[config.mk]
export PLATFORM = sky130hd
export DESIGN_NAME = split_stream
export DESIGN_NICKNAME = d
export VERILOG_FILES = /design/src/rtl/split_stream.sv
export SDC_FILE = /design/constraint.sdc
export NUM_CORES = 1
export LEC_CHECK = 0
export ABC_AREA = 1
export BUFFER_PORTS_ARGS = -buffer_cell sky130_fd_sc_hd__clkbuf_2
export CELL_PAD_IN_SITES_DETAIL_PLACEMENT = 1
export CELL_PAD_IN_SITES_GLOBAL_PLACEMENT = 2
export CORE_MARGIN = 2
export CORE_UTILIZATION = 31
export CTS_BUF_LIST = sky130_fd_sc_hd__clkbuf_2
export CTS_CLUSTER_DIAMETER = 120
export DETAILED_ROUTE_END_ITERATION = 16
export PLACE_DENSITY = 0.93
export SLEW_MARGIN = 20
export SYNTH_ARGS = -nofsm -noshare
export SYNTH_HDL_FRONTEND = slang
export SYNTH_SLANG_ARGS = --single-unit
[constraint.sdc]
create_clock -name clk -period 3.1 [get_ports clk]
set_clock_uncertainty 0.1 [all_clocks]
set_input_delay 0.155 -clock clk [delete_from_list [all_inputs] [get_ports clk]]
set_output_delay 0.155 -clock clk [all_outputs]
set_load 0.03 [all_outputs]
[src/rtl/split_stream.sv]
// ---------------------------------------------------------------------------
// split_stream
//
// Purpose:
//   Serialises one wide input word made of LANES lane fields (each LANE_W
//   bits) into a narrow valid/ready stream, one enabled lane per beat.
//   A per-word mask selects which lanes are emitted. Each beat carries the
//   lane index and a last-beat flag. Words whose mask is all zero are
//   consumed and dropped without producing a beat.
//
// Build option:
//   SPLIT_MSB_FIRST_EN - when defined, lanes are emitted in descending index
//                        order (highest set mask bit first). When undefined,
//                        lanes are emitted in ascending order (lane 0 first).
//
// Parameters:
//   LANES   number of lane fields per input word (2..64)
//   LANE_W  width of each lane field in bits (1..64)
//   IDX_W   lane index width, derived from LANES
//
// Ports:
//   clk      in   clock, rising edge
//   rst_n    in   asynchronous active-low reset
//   s_data   in   input word, lane i at [i*LANE_W +: LANE_W]
//   s_mask   in   per-lane emit enable, sampled with s_data
//   s_valid  in   input word valid
//   s_ready  out  splitter can accept a word this cycle
//   m_data   out  current lane field
//   m_lane   out  index of the lane on m_data
//   m_last   out  current beat is the final enabled lane of its word
//   m_valid  out  output beat valid
//   m_ready  in   downstream accepts the beat
// ---------------------------------------------------------------------------
module split_stream #(
    parameter int  LANES  = 4,
    parameter int  LANE_W = 1,
    localparam int IDX_W  = $clog2(LANES)
) (
    input  logic                    clk,
    input  logic                    rst_n,
    input  logic [LANES*LANE_W-1:0] s_data,
    input  logic [LANES-1:0]        s_mask,
    input  logic                    s_valid,
    output logic                    s_ready,
    output logic [LANE_W-1:0]       m_data,
    output logic [IDX_W-1:0]        m_lane,
    output logic                    m_last,
    output logic                    m_valid,
    input  logic                    m_ready
);

    typedef enum logic {
        IDLE = 1'b0,
        EMIT = 1'b1
    } state_t;

    state_t                    state_q;
    logic [LANES*LANE_W-1:0]   word_q;
    // Lanes of the held word that are still to be emitted after the current
    // beat. The current lane is already removed from it.
    logic [LANES-1:0]          pend_q;
    logic [IDX_W-1:0]          lane_q;
    logic [LANE_W-1:0]         data_q;
    logic                      last_q;
    logic                      valid_q;

    // First lane in emit order among the set bits of m (0 when m is empty).
    function automatic logic [IDX_W-1:0] first_lane(input logic [LANES-1:0] m);
        logic [IDX_W-1:0] idx;
        idx = '0;
`ifdef SPLIT_MSB_FIRST_EN
        // Ascending scan: the highest set bit is written last and wins.
        for (int i = 0; i < LANES; i++) begin
            if (m[i]) idx = IDX_W'(i);
        end
`else
        // Descending scan: the lowest set bit is written last and wins.
        for (int i = LANES - 1; i >= 0; i--) begin
            if (m[i]) idx = IDX_W'(i);
        end
`endif
        return idx;
    endfunction

    function automatic logic [LANES-1:0] lane_bit(input logic [IDX_W-1:0] l);
        return LANES'(1) << l;
    endfunction

    // Lane views of the incoming word and the held word.
    logic [LANE_W-1:0] s_lane_w    [LANES];
    logic [LANE_W-1:0] word_lane_w [LANES];

    for (genvar gi = 0; gi < LANES; gi++) begin : g_lanes
        assign s_lane_w[gi]    = s_data[gi*LANE_W +: LANE_W];
        assign word_lane_w[gi] = word_q[gi*LANE_W +: LANE_W];
    end

    // First beat of a freshly loaded word and the lanes left behind it.
    logic [IDX_W-1:0] load_lane_d;
    logic [LANES-1:0] load_rest_d;
    // Next beat of the held word and the lanes left behind it.
    logic [IDX_W-1:0] adv_lane_d;
    logic [LANES-1:0] adv_rest_d;

    assign load_lane_d = first_lane(s_mask);
    assign load_rest_d = s_mask & ~lane_bit(load_lane_d);
    assign adv_lane_d  = first_lane(pend_q);
    assign adv_rest_d  = pend_q & ~lane_bit(adv_lane_d);

    // Ready in IDLE, or on the final beat of a word as it is being taken so
    // the next word can follow with no bubble.
    assign s_ready = (state_q == IDLE) || (m_ready && last_q);

    logic in_hs;
    logic beat_hs;

    assign in_hs   = s_valid && s_ready;
    assign beat_hs = valid_q && m_ready;

    always_ff @(posedge clk or negedge rst_n) begin
        if (!rst_n) begin
            state_q <= IDLE;
            word_q  <= '0;
            pend_q  <= '0;
            lane_q  <= '0;
            data_q  <= '0;
            last_q  <= 1'b0;
            valid_q <= 1'b0;
        end else if (in_hs) begin
            // Covers both a load from IDLE and a load on the last-beat
            // handshake; in the latter case the old word is finished here.
            word_q <= s_data;
            if (s_mask != '0) begin
                state_q <= EMIT;
                valid_q <= 1'b1;
                lane_q  <= load_lane_d;
                data_q  <= s_lane_w[load_lane_d];
                last_q  <= (load_rest_d == '0);
                pend_q  <= load_rest_d;
            end else begin
                // Empty mask: the word is consumed without any beat.
                state_q <= IDLE;
                valid_q <= 1'b0;
                last_q  <= 1'b0;
                pend_q  <= '0;
            end
        end else if (beat_hs) begin
            if (last_q) begin
                state_q <= IDLE;
                valid_q <= 1'b0;
                last_q  <= 1'b0;
                pend_q  <= '0;
            end else begin
                lane_q <= adv_lane_d;
                data_q <= word_lane_w[adv_lane_d];
                last_q <= (adv_rest_d == '0);
                pend_q <= adv_rest_d;
            end
        end
    end

    assign m_data  = data_q;
    assign m_lane  = lane_q;
    assign m_last  = last_q;
    assign m_valid = valid_q;

endmodule

==> results.sh <==
export IMPL_tightestPinTransition_ns=0.348
export IMPL_postRouteAntennaNets=0
export IMPL_rr_startpoint="m_last"
export IMPL_die_h_um=54.2
export IMPL_clock_fmax_mhz=656
export IMPL_intPower_uw=415
export IMPL_grt_max_degree=15
export IMPL_hp_class="input port to flop"
export IMPL_cts_setup_buffers=0
export IMPL_core_area_um2=2430
export IMPL_diodes=0
export IMPL_pwr_share_clk=0.112
export IMPL_hpwl_um=1660
export IMPL_switching_share=0.499
export IMPL_synth_area_um2=781
export IMPL_setup_viol=0
export IMPL_area_delta_synth_final_pct=20.2
export IMPL_insertion_delay_ns=0.28
export IMPL_power_leakage_nw=0.521
export IMPL_drv_slew=0
export IMPL_slowest_stage="dfrtp_1"
export IMPL_cts_repair_resized=0
export IMPL_track_usage=0.167
export IMPL_clock_sink_count=13
export IMPL_clkSlewWorstSetupHoldPaths_ns=0.14
export IMPL_portBuffers=17
export IMPL_cellPowerDensity_nw_per_um2=883
export IMPL_fin_ws_ns=1.58
export IMPL_synthesis_nets=128
export IMPL_ios=18
export IMPL_ys_warn_count=0
export IMPL_initial_core_util=0.321
export IMPL_die_area_um2=2940
export IMPL_grt_pass1_wl_um=3500
export IMPL_wl_um=2000
export IMPL_dp_cells=162
export IMPL_via_per_inst=4.83
export IMPL_period_needed_ns=1.52
export IMPL_worst_ep_required_time_ns=3.18
export IMPL_place_congestion=0.807
export IMPL_end_kind="flop"
export IMPL_cts_buffers=3
export IMPL_cp_max_fo=14
export IMPL_criticalPathCategory="flop to flop"
export IMPL_hold_start="s_data[0]"
export IMPL_maxCapViolations=0
export IMPL_wire_per_inst_um=11.9
export IMPL_seqPwrFrac=0.367
export IMPL_drtIter0Drc=16
export IMPL_status="finished clean"
export IMPL_peakVddDrop_uv=248
export IMPL_p_switching_uw=414
export IMPL_max_stage_delay_ns=0.49
export IMPL_cts_tree="done"
export IMPL_die_w_um=54.2
export IMPL_startpoint_type="flop"
export IMPL_rsz0062_at_grt="no"
export IMPL_yosysSeqAreaShare=0.417
export IMPL_period_share=0.491
export IMPL_clockRootBuffer="clkbuf_2"
export IMPL_cp_cell_sequence="nand2_1, nand2_2, nand2_4, inv_4, nor2_2, inv_2, nor2_1, a21oi_1"
export IMPL_drc=0
export IMPL_power_uw=829
export IMPL_ys_ff_latch=13
export IMPL_dp_slack_ns=1.59
export IMPL_grt_pass1_vias=760
export IMPL_relSlewSlack=0.767
export IMPL_rows=18
export IMPL_hold_viol=0
export IMPL_first_pass_iters=4
export IMPL_syn_inst=116
export IMPL_tns_ns=0
export IMPL_final_cells=168
export IMPL_ys_types=19
export IMPL_cts_htree_levels=1
export IMPL_syn_avg_cell_area_um2=6.73
export IMPL_antenna_found_initial=0
export IMPL_grt_overflow_total=0
export IMPL_final_nets=151
export IMPL_crit_start="m_last"
export IMPL_arrival_ns=1.60
export IMPL_drive_above_1_share=0.217
export IMPL_via_count=812
export IMPL_combPwrFrac=0.521
export IMPL_cts_buffer_depth=2
-- layer usage --
metal	GRT usage	vias to the layer above	share of wire
met3	0.00833	4	0.020
met5	0	-	0
li1	-	405	-
met1	0.214	388	0.44
met2	0.281	15	0.52
met4	0.0875	0	0.019
-- power groups by stage --
stage / Combinational [mW] / Sequential, mW / Clock [mW]
floorplan: 0.263 / 0.357 / 0
global placement: 0.425 / 0.303 / 0
detailed placement: 0.433 / 0.308 / 0
CTS: 0.439 / 0.304 / 0.0931
global route: 0.494 / 0.315 / 0.102
finish: 0.432 / 0.304 / 0.0929
-- through the flow --
stage               cell area, um2  hold WS [ns]  utilization
global route                   938        0.0469        0.386
CTS                            938        0.0361        0.386
floorplan                      781        -0.241            -
finish                         938        0.0370        0.386
global placement               898       -0.0333        0.369
detailed placement             898       -0.0338        0.369
-- cell usage in the layout (no fill, tap or decap) --
master,synthesis,final
nand2_4,1,1
clkbuf_2,0,21
inv_2,3,3
nor2_1,11,11
dfrtp_1,13,13
inv_1,14,14
nor3b_1,1,1
nand3_1,9,9
nand2_1,40,40
nor3_1,3,3
o21ai_1,2,2
nand2_2,1,1
dlygate4sd3_1,0,2
o21ai_0,7,7
nor2_2,1,1
inv_4,1,1
o21ai_2,1,1
nor2_4,1,1
a21boi_0,1,1
a21oi_1,5,5
-- critical path, delay by kind of cell, from the launching register on --
| kind | cells | cell delay (ns) |
|---|---|---|
| simple gates | 5 | 0.65 |
| flops | 1 | 0.49 |
| buf+inv | 2 | 0.14 |
| compound gates | 1 | 0.05 |
-- cells by family after synthesis --
kind of cell,share of synthesized area
AOI/OAI and AO/OA,0.111
DFF,0.417
buffers and inverters,0.0962
and+or+nand+nor,0.377
-- timing repair --
action,4_1_cts,5_1_grt
hold buffers,2,0
hold endpoints to repair,14,0
endpoints found under the setup margin,0,0
-- layout make-up --
cell class	instances	area, um2
Tap cell	30	37.5
Sequential cell	13	325
Multi-Input combinational cell	84	380
Timing Repair Buffer	19	105
Fill cell	336	1490
Clock buffer	4	20.0
Inverter	18	70.1
-- cell usage after synthesis --
cell type,number,area (um2)
dfrtp_1,13,325
buf_2,1,5.00
a21oi_1,5,25.0
a21boi_0,1,7.51
nor3_1,3,15.0
nand2_2,1,6.26
nor2_2,1,6.26
o21ai_2,1,8.76
nor2_4,1,11.3
nand2_1,40,150
nand2_4,1,11.3
inv_1,14,52.6
o21ai_0,7,35.0
inv_4,1,6.26
o21ai_1,2,10.0
nor2_1,11,41.3
nor3b_1,1,7.51
nand3_1,9,45.0
inv_2,3,11.3
-- final timing paths --
| check | endpoint | slack [ns] | depth (start not counted) |
|---|---|---|---|
| setup reg to reg | m_last | 1.58 | 8 |
| setup / recovery | m_last | 1.58 | 8 |
| hold / removal | word_q[0] | 0.04 | 3 |
| max in group asynchronous | m_data | 2.46 | 2 |
| min in group asynchronous | m_valid | 0.18 | 2 |
| hold reg to reg | m_lane[1] | 0.40 | 2 |
-- registers in the layout, indices dropped and copies added, names as in the netlist --
signal	count
m_lane	2
pend_q	4
word_q	4
m_last	1
m_data	1
m_valid	1
Power figures use the tool's default switching activity.
